$ cat config.mk
export PLATFORM = sky130hd
export DESIGN_NAME = vga_screen_sequencer
export DESIGN_NICKNAME = d
export VERILOG_FILES = /design/src/rtl/vga_screen_sequencer.sv
export SDC_FILE = /design/constraint.sdc
export NUM_CORES = 1
export LEC_CHECK = 0
export CORE_AREA = 2 2 75 77
export DETAILED_ROUTE_END_ITERATION = 12
export DIE_AREA = 0 0 77 79
export PLACE_DENSITY_LB_ADDON = 0.12
export SETUP_SLACK_MARGIN = 0.02
export SYNTH_ARGS = -nofsm -noshare
export SYNTH_HDL_FRONTEND = slang
export SYNTH_SLANG_ARGS = --single-unit
$ cat constraint.sdc
create_clock -name clk -period 3.2 [get_ports clk]
set_clock_uncertainty 0.1 [all_clocks]
set_input_delay 0.48 -clock clk [delete_from_list [all_inputs] [get_ports clk]]
set_output_delay 0.48 -clock clk [all_outputs]
set_load 0.005 [all_outputs]
$ cat src/rtl/vga_screen_sequencer.sv
// VGA raster timing generator plus frame-synchronous screen selector.
// H/V counters advance once per pixel tick. Sync and blanking are decoded from
// the next-state counters, so they change on the same edge as H/V. Game-event
// requests are held in sticky pending bits and acted on only at the frame wrap.
module vga_screen_sequencer #(
  parameter int unsigned CLK_DIV       = 4,
  parameter int unsigned H_TOTAL       = 800,
  parameter int unsigned V_TOTAL       = 525,
  parameter int unsigned H_SYNC        = 96,
  parameter int unsigned V_SYNC        = 2,
  parameter int unsigned H_ACT_START   = 144,
  parameter int unsigned H_ACT_END     = 783,
  parameter int unsigned V_ACT_START   = 35,
  parameter int unsigned V_ACT_END     = 514,
  parameter int unsigned SPLASH_FRAMES = 120,
  parameter int unsigned FLASH_FRAMES  = 30
) (
  input  logic        clk,
  input  logic        reset,
  input  logic        start_req,
  input  logic        hit_req,
  input  logic        game_over_req,
  output logic [15:0] H_Counter_Value,
  output logic [15:0] V_Counter_Value,
  output logic        hsync,
  output logic        vsync,
  output logic        video_on,
  output logic        frame_start,
  output logic [1:0]  screen_sel
);

  localparam int unsigned DivW = (CLK_DIV > 1) ? $clog2(CLK_DIV) : 1;

  localparam logic [DivW-1:0] DivLast    = DivW'(CLK_DIV - 1);
  localparam logic [15:0]     HLast      = 16'(H_TOTAL - 1);
  localparam logic [15:0]     VLast      = 16'(V_TOTAL - 1);
  localparam logic [15:0]     HSyncW     = 16'(H_SYNC);
  localparam logic [15:0]     VSyncW     = 16'(V_SYNC);
  localparam logic [15:0]     HActS      = 16'(H_ACT_START);
  localparam logic [15:0]     HActE      = 16'(H_ACT_END);
  localparam logic [15:0]     VActS      = 16'(V_ACT_START);
  localparam logic [15:0]     VActE      = 16'(V_ACT_END);
  localparam logic [7:0]      SplashLast = 8'(SPLASH_FRAMES - 1);
  localparam logic [7:0]      FlashLast  = 8'(FLASH_FRAMES - 1);

  typedef enum logic [1:0] {
    StSplash = 2'd0,
    StBoard  = 2'd1,
    StFlash  = 2'd2,
    StOver   = 2'd3
  } screen_e;

  logic [DivW-1:0] div_q, div_d;
  logic [15:0]     h_q, h_d, v_q, v_d;
  logic            hsync_q, hsync_d, vsync_q, vsync_d, video_on_q, video_on_d;
  logic            frame_start_q;
  logic            tick, h_wrap, v_wrap, boundary;

  screen_e         state_q, state_d;
  logic [7:0]      frame_cnt_q, frame_cnt_d, frame_cnt_inc;
  logic            start_p_q, start_p_d, hit_p_q, hit_p_d, over_p_q, over_p_d;
  logic            eval_start, eval_hit, eval_over, flash_restart;

  // Pixel divider, raster counters and decode of the values they move to.
  always_comb begin
    tick   = (div_q == DivLast);
    div_d  = tick ? '0 : div_q + 1'b1;
    h_wrap = (h_q == HLast);
    v_wrap = (v_q == VLast);
    h_d    = h_q;
    v_d    = v_q;
    if (tick) begin
      if (h_wrap) begin
        h_d = 16'd0;
        v_d = v_wrap ? 16'd0 : v_q + 16'd1;
      end else begin
        h_d = h_q + 16'd1;
      end
    end
    boundary   = tick & h_wrap & v_wrap;
    hsync_d    = (h_d >= HSyncW);
    vsync_d    = (v_d >= VSyncW);
    video_on_d = (h_d >= HActS) && (h_d <= HActE) && (v_d >= VActS) && (v_d <= VActE);
  end

  // Pending requests and screen FSM; everything resolves at the frame wrap only.
  always_comb begin
    eval_start    = start_p_q | start_req;
    eval_hit      = hit_p_q | hit_req;
    eval_over     = over_p_q | game_over_req;
    start_p_d     = boundary ? 1'b0 : eval_start;
    hit_p_d       = boundary ? 1'b0 : eval_hit;
    over_p_d      = boundary ? 1'b0 : eval_over;
    state_d       = state_q;
    frame_cnt_d   = frame_cnt_q;
    flash_restart = 1'b0;
    frame_cnt_inc = (frame_cnt_q == 8'hFF) ? frame_cnt_q : frame_cnt_q + 8'd1;
    if (boundary) begin
      unique case (state_q)
        StSplash: if (eval_start && (frame_cnt_q >= SplashLast)) state_d = StBoard;
        StBoard: begin
          if (eval_over)     state_d = StOver;
          else if (eval_hit) state_d = StFlash;
        end
        StFlash: begin
          if (eval_over)                       state_d = StOver;
          else if (eval_hit)                   flash_restart = 1'b1;
          else if (frame_cnt_q == FlashLast)   state_d = StBoard;
        end
        StOver: if (eval_start) state_d = StSplash;
      endcase
      frame_cnt_d = ((state_d != state_q) || flash_restart) ? 8'd0 : frame_cnt_inc;
    end
  end

  // Timing registers.
  always_ff @(posedge clk or posedge reset) begin
    if (reset) begin
      div_q         <= '0;
      h_q           <= 16'd0;
      v_q           <= 16'd0;
      hsync_q       <= 1'b0;
      vsync_q       <= 1'b0;
      video_on_q    <= 1'b0;
      frame_start_q <= 1'b0;
    end else begin
      div_q         <= div_d;
      h_q           <= h_d;
      v_q           <= v_d;
      hsync_q       <= hsync_d;
      vsync_q       <= vsync_d;
      video_on_q    <= video_on_d;
      frame_start_q <= boundary;
    end
  end

  // Screen state, frame counter and pending request registers.
  always_ff @(posedge clk or posedge reset) begin
    if (reset) begin
      state_q     <= StSplash;
      frame_cnt_q <= 8'd0;
      start_p_q   <= 1'b0;
      hit_p_q     <= 1'b0;
      over_p_q    <= 1'b0;
    end else begin
      state_q     <= state_d;
      frame_cnt_q <= frame_cnt_d;
      start_p_q   <= start_p_d;
      hit_p_q     <= hit_p_d;
      over_p_q    <= over_p_d;
    end
  end

  assign H_Counter_Value = h_q;
  assign V_Counter_Value = v_q;
  assign hsync           = hsync_q;
  assign vsync           = vsync_q;
  assign video_on        = video_on_q;
  assign frame_start     = frame_start_q;
  assign screen_sel      = state_q;

endmodule

---- Yosys cells after proc, flatten, opt, wreduce, memory -nomap -nowiden ----
Index checks and enable logic that the tools add are counted.
operators by class
  order comparisons ....................... 7
  reductions and logical operators ........ 7
  mux-type cells .......................... 24
  equal/unequal tests ..................... 10
  add/sub/neg operators ................... 4
  bitwise operators ....................... 5
operators by type and width
  cell                   count
  $mux 16                5
  $add 16x1->16 const B  2
  $eq 16x10->1 const B   2
  $le 16x10->1 const B   2
  $mux 2                 9
  $ge 16x2->1 const B    1
  $ge 16x6->1 const B    1
  $ge 16x7->1 const B    1
  $ge 16x8->1 const B    1
  $mux 8                 2
  $add 8x1->8 const B    1
  $eq 8x5->1 const B     1
  $eq 8x8->1 const B     1
  $ge 8x7->1 const B     1
  $pmux 2 s4             1
  $mux 1                 7
  $eq 2x2->1 const B     3
  $logic_and 1x1->1      4
  $or 1x1->1             3
  $add 2x1->2 const B    1
  $and 1x1->1            2
  $eq 2x1->1 const B     1
  $logic_not 2->1        1
  $ne 2x1->1 const B     1
  other kinds (3)        3
word-level totals
  word-level logic and storage cells ...... 69
  input port bits ......................... 5
  output and inout port bits .............. 38
  register bits ........................... 51

---- Depth between registers and ports, before layout ----
  depth after elaboration ................. 10
  gate-level depth with buffers ........... 10
  depth with buffers taken out ............ 10

---- Worst setup path before layout ----
Ideal clock, no wire load.
  kind .................................... register -> register
  from .................................... register h_q[13], in the netlist H_Counter_Value[13]
  to ...................................... register video_on_q, in the netlist video_on
  path slack .............................. 0.675 ns
  path buffers ............................ 1
  stages on the path, launching flop included .. 10
  required time ........................... 2.978 ns
  clock period less this slack ............ 2.525 ns
  arrival ................................. 2.304 ns
  cells stage by stage .................... dfrtp_1 > buf_2 > nor4_4 > and4_4 > nand3_2 > mux2_4 > or3_4 > o21ai_1 > a21oi_1 > o2111a_1
RTL lines
  element                 RTL line  source
  from (decl)             54        logic [15:0] h_q, h_d, v_q, v_d;
  from (signal assigned)  120       h_q <= 16'd0;
  from (signal assigned)  128       h_q <= h_d;
  $eq 16x10->1 *          68        h_wrap = (h_q == HLast);
  $mux 16 *               73        if (h_wrap) begin
  $mux 16 *               72        if (tick) begin
  via v_d[4]              54
  $ge 16x6->1             83        video_on_d = (h_d >= HActS) && (h_d <= HActE) && (v_d >= VActS) && (v_d <= VActE);
  $logic_and 1x1->1       83
  $logic_and 1x1->1 *     83
  via video_on_d          55        logic hsync_q, hsync_d, vsync_q, vsync_d, video_on_q, video_on_d;
  to (signal assigned)    132       video_on_q <= video_on_d;
  to (decl)               55
Mark *: on every way through the listed nets, which the timed path passes. The rest lies on a longest branch.
A chain may end at the register's enable or synchronous reset.

---- Worst setup path in the final report ----
  from .................................... register div_q[0]
  to ...................................... register video_on_q, in the netlist video_on
RTL lines
  element                 RTL line  source
  from (decl)             53        logic [DivW-1:0] div_q, div_d;
  from (signal assigned)  127       div_q <= div_d;
  $eq 2x2->1 *            66        tick = (div_q == DivLast);
  $mux 16 *               72
  via v_d[7]              54
  $ge 16x6->1             83
  $logic_and 1x1->1       83
  $logic_and 1x1->1 *     83
  via video_on_d          55
Marked as above.

==> summary.md <==
| Metric | Value |
|---|---|
| Req. time, crit path | `3290 ps` |
| Net Count, Synth | `302` |
| 1st-pass router iterations | `4` |
| Final Hold Fails | `0` |
| Final design area excluding fillers | `3390 um2` |
| Post-synthesis compound-gate area fraction | `0.0826` |
| Die height | `79 um` |
| Yosys cell types | `49` |
| Placer congestion estimate | `0.925` |
| Crit path kind | `flip-flop to flip-flop` |
| Initial antenna violation count | `0` |
| First-pass GRT wire length | `10.6 mm` |
| Post-synthesis adder-cell area fraction | `0.0269` |
| Gr ovfl total | `0` |
| CTS H-tree lvls | `2` |
| CTS buffer count | `5` |
| Final ANT Viol Nets | `0` |
| Layout area overhead | `21.8%` |
| Main synth FF type | `dfrtp_1` |
| Detailed Route Iter0 Violations | `143` |
| Post-synth EDFFs | `0` |
| Ys Warns | `0` |
| Input/output buffers | `42` |
| Max_cap viols | `0` |
| Max rail drop VDD | `188 uV` |
| Num ports | `43` |
| Critical Path Fanout Max | `7` |
| RSZ-0062 raised after global routing | `no` |
| CTS clk-pin slew, worst paths | `90 ps` |
| Avg Inst Size Synth | `9.58 um2` |
| Wire length per cell | `15.2 um` |
| Via count | `2306` |
| Worst slew pin tran | `520 ps` |
| Fill count | `453` |
| Setup TNS | `0 ps` |
| Largest area contributor in the netlist | `dfrtp_1` |
| Starting Density | `0.522` |
| WL final | `6.26 mm` |
| Min cycle time layout | `2930 ps` |
| Core area | `5340 um2` |
| Final antenna diode count | `0` |
| Total GRT Usage | `0.219` |
| Status | `complete, no violations` |
| Worst Path Arrival | `3030 ps` |
| DRC Markers | `0` |
| Clock buffer depth | `2` |
| Leakage | `1.40 nW` |
| Asr flop ratio synth | `1.00` |
| Clock Root Buffer | `clkbuf_8` |
| Slew Limit Headroom | `0.651` |
| Hpwl dp | `4.61 mm` |
| Largest family of logic cells by synthesized area | `simple AND/OR/NAND/NOR gates` |
| Area of the mapped netlist | `2790 um2` |
| Setup-failing EPs final | `0` |
| Startpoint types | `flip-flop` |
| Vias per Instance | `5.60` |
| CTS tree | `built` |
| Clock Latency Late Sink | `300 ps` |
| Top cells by area, synth | `dfrtp_1, xnor2_1, xor2_1` |
| Die W | `77 um` |
| Seq cells post-synth | `51` |
| Post-Synth XOR/XNOR Area | `0.107` |
| Yosys top cell area share | `0.458` |
| Synth Instances | `291` |
| Multiplexer share of the synthesized area | `0.0202` |
| Number of global-route vias before repair | `2192` |
| Fmax | `341 MHz` |
| Commonest cells in the netlist | `dfrtp_1, nor2_1, nand2_1, nand3_1` |
| Area of the die | `6080 um2` |
| Placement Cell Area | `3310 um2` |
| Largest net degree at the start of global routing | `19` |
| Rows | `27` |
| Postcts setup bufs | `0` |
| Post-synthesis sequential area ratio | `0.458` |
| Fin nets | `350` |
| Simple-Gate Fraction of Synth Area | `0.276` |
| Most common cell in the netlist | `dfrtp_1` |
| PwrDens | `301 nW/um2` |
| Setup crit end kind | `flip-flop` |
| Final Max Slew Viols | `0` |
| Layout cells sized above 1 | `0.0706` |
| Clock sink total | `51` |
| Final period util | `0.916` |
| Hold/Removal Path Class | `flip-flop to flip-flop` |
sequential cells by signal (all words and copies together) (netlist names):
signal	count
V_Counter_Value	16
frame_cnt_q	8
vsync	1
hsync	1
hit_p_q	1
start_p_q	1
frame_start	1
over_p_q	1
video_on	1
H_Counter_Value	16
screen_sel	2
div_q	2
kinds of logic after synthesis:
family / after synthesis
flops: 51
simple gates: 141
fa+ha+maj: 6
xor+xnor: 34
mux: 5
compound gates: 35
buf+inv: 19
layer usage:
layer	vias up	GRT usage	share of wire
met2	76	0.347	0.46
met3	8	0.0443	0.058
met1	1097	0.305	0.47
met4	0	0.0714	0.0099
met5	-	0	0
li1	1125	-	-
where the power goes:
part	switching (W)	internal, W	total [W]
clock network	0.000204	0.000154	0.000357
registers	0.0000000000000000000434	0.000644	0.000644
logic	0.0000137	0.00000601	0.0000197
critical path, stage by stage, from the launching register on:
cell	delay (ps)
dfrtp_1	360
ha_1	300
nand2_1	200
nor2b_1	300
nand4_1	330
or3_1	460
xnor2_1	150
a21oi_1	250
a21oi_1	110
o2111a_1	260
path summary, 6_finish.rpt:
check,end,slack (ps),start,cells past startpoint
min in group asynchronous,H_Counter_Value[1],370,reset,2
max in group asynchronous,V_Counter_Value[9],2060,reset,3
setup reg to reg,video_on,270,div_q[0],9
hold reg to reg,div_q[0],340,div_q[0],1
setup / recovery,video_on,270,div_q[0],9
hold / removal,div_q[0],340,div_q[0],1
final cells by class:
class                   count  area (um2)  share of cell area
multi-input cells         221        1440               0.423
flip-flops and latches     51        1280               0.376
repair buffers             48         465               0.137
well taps                  72        90.1              0.0265
clock buffers               7        76.3              0.0225
inverters                  12        45.0              0.0133
clock inverters             1        5.00             0.00147
what timing repair did:
item / in CTS / in global routing
endpoints found under the hold margin: 0 / 0
gates resized for setup: 0 / 1
setup endpoints to repair: 0 / 1
hold buffers: 0 / 0
stage by stage:
step                power (W)  utilization  worst slack, ps  hold slack (ps)  instances
detailed placement   0.000678        0.620              300              323        404
floorplan            0.000666            -              675              303        291
CTS                   0.00104        0.635              266              336        412
global placement     0.000677        0.620              281              313        404
finish                0.00102        0.636              268              336        412
global route          0.00107        0.636             55.4              354        412
layout by cell type, fill, tap and decap left out, types with 4 or more instances in the layout:
master            n
o21ai_0          11
nor2_1           35
xor2_1           17
nand4_1           9
buf_4             6
dfrtp_1          51
and2_1            4
inv_1            11
nand2_1          21
clkbuf_8          5
a21oi_1           6
xnor2_1          17
ha_1              6
nor3_1           16
nand3_1          21
o31ai_1           4
clkdlybuf4s50_1  42
and3_1            8
Note: power is estimated with default switching activity, not from simulation.
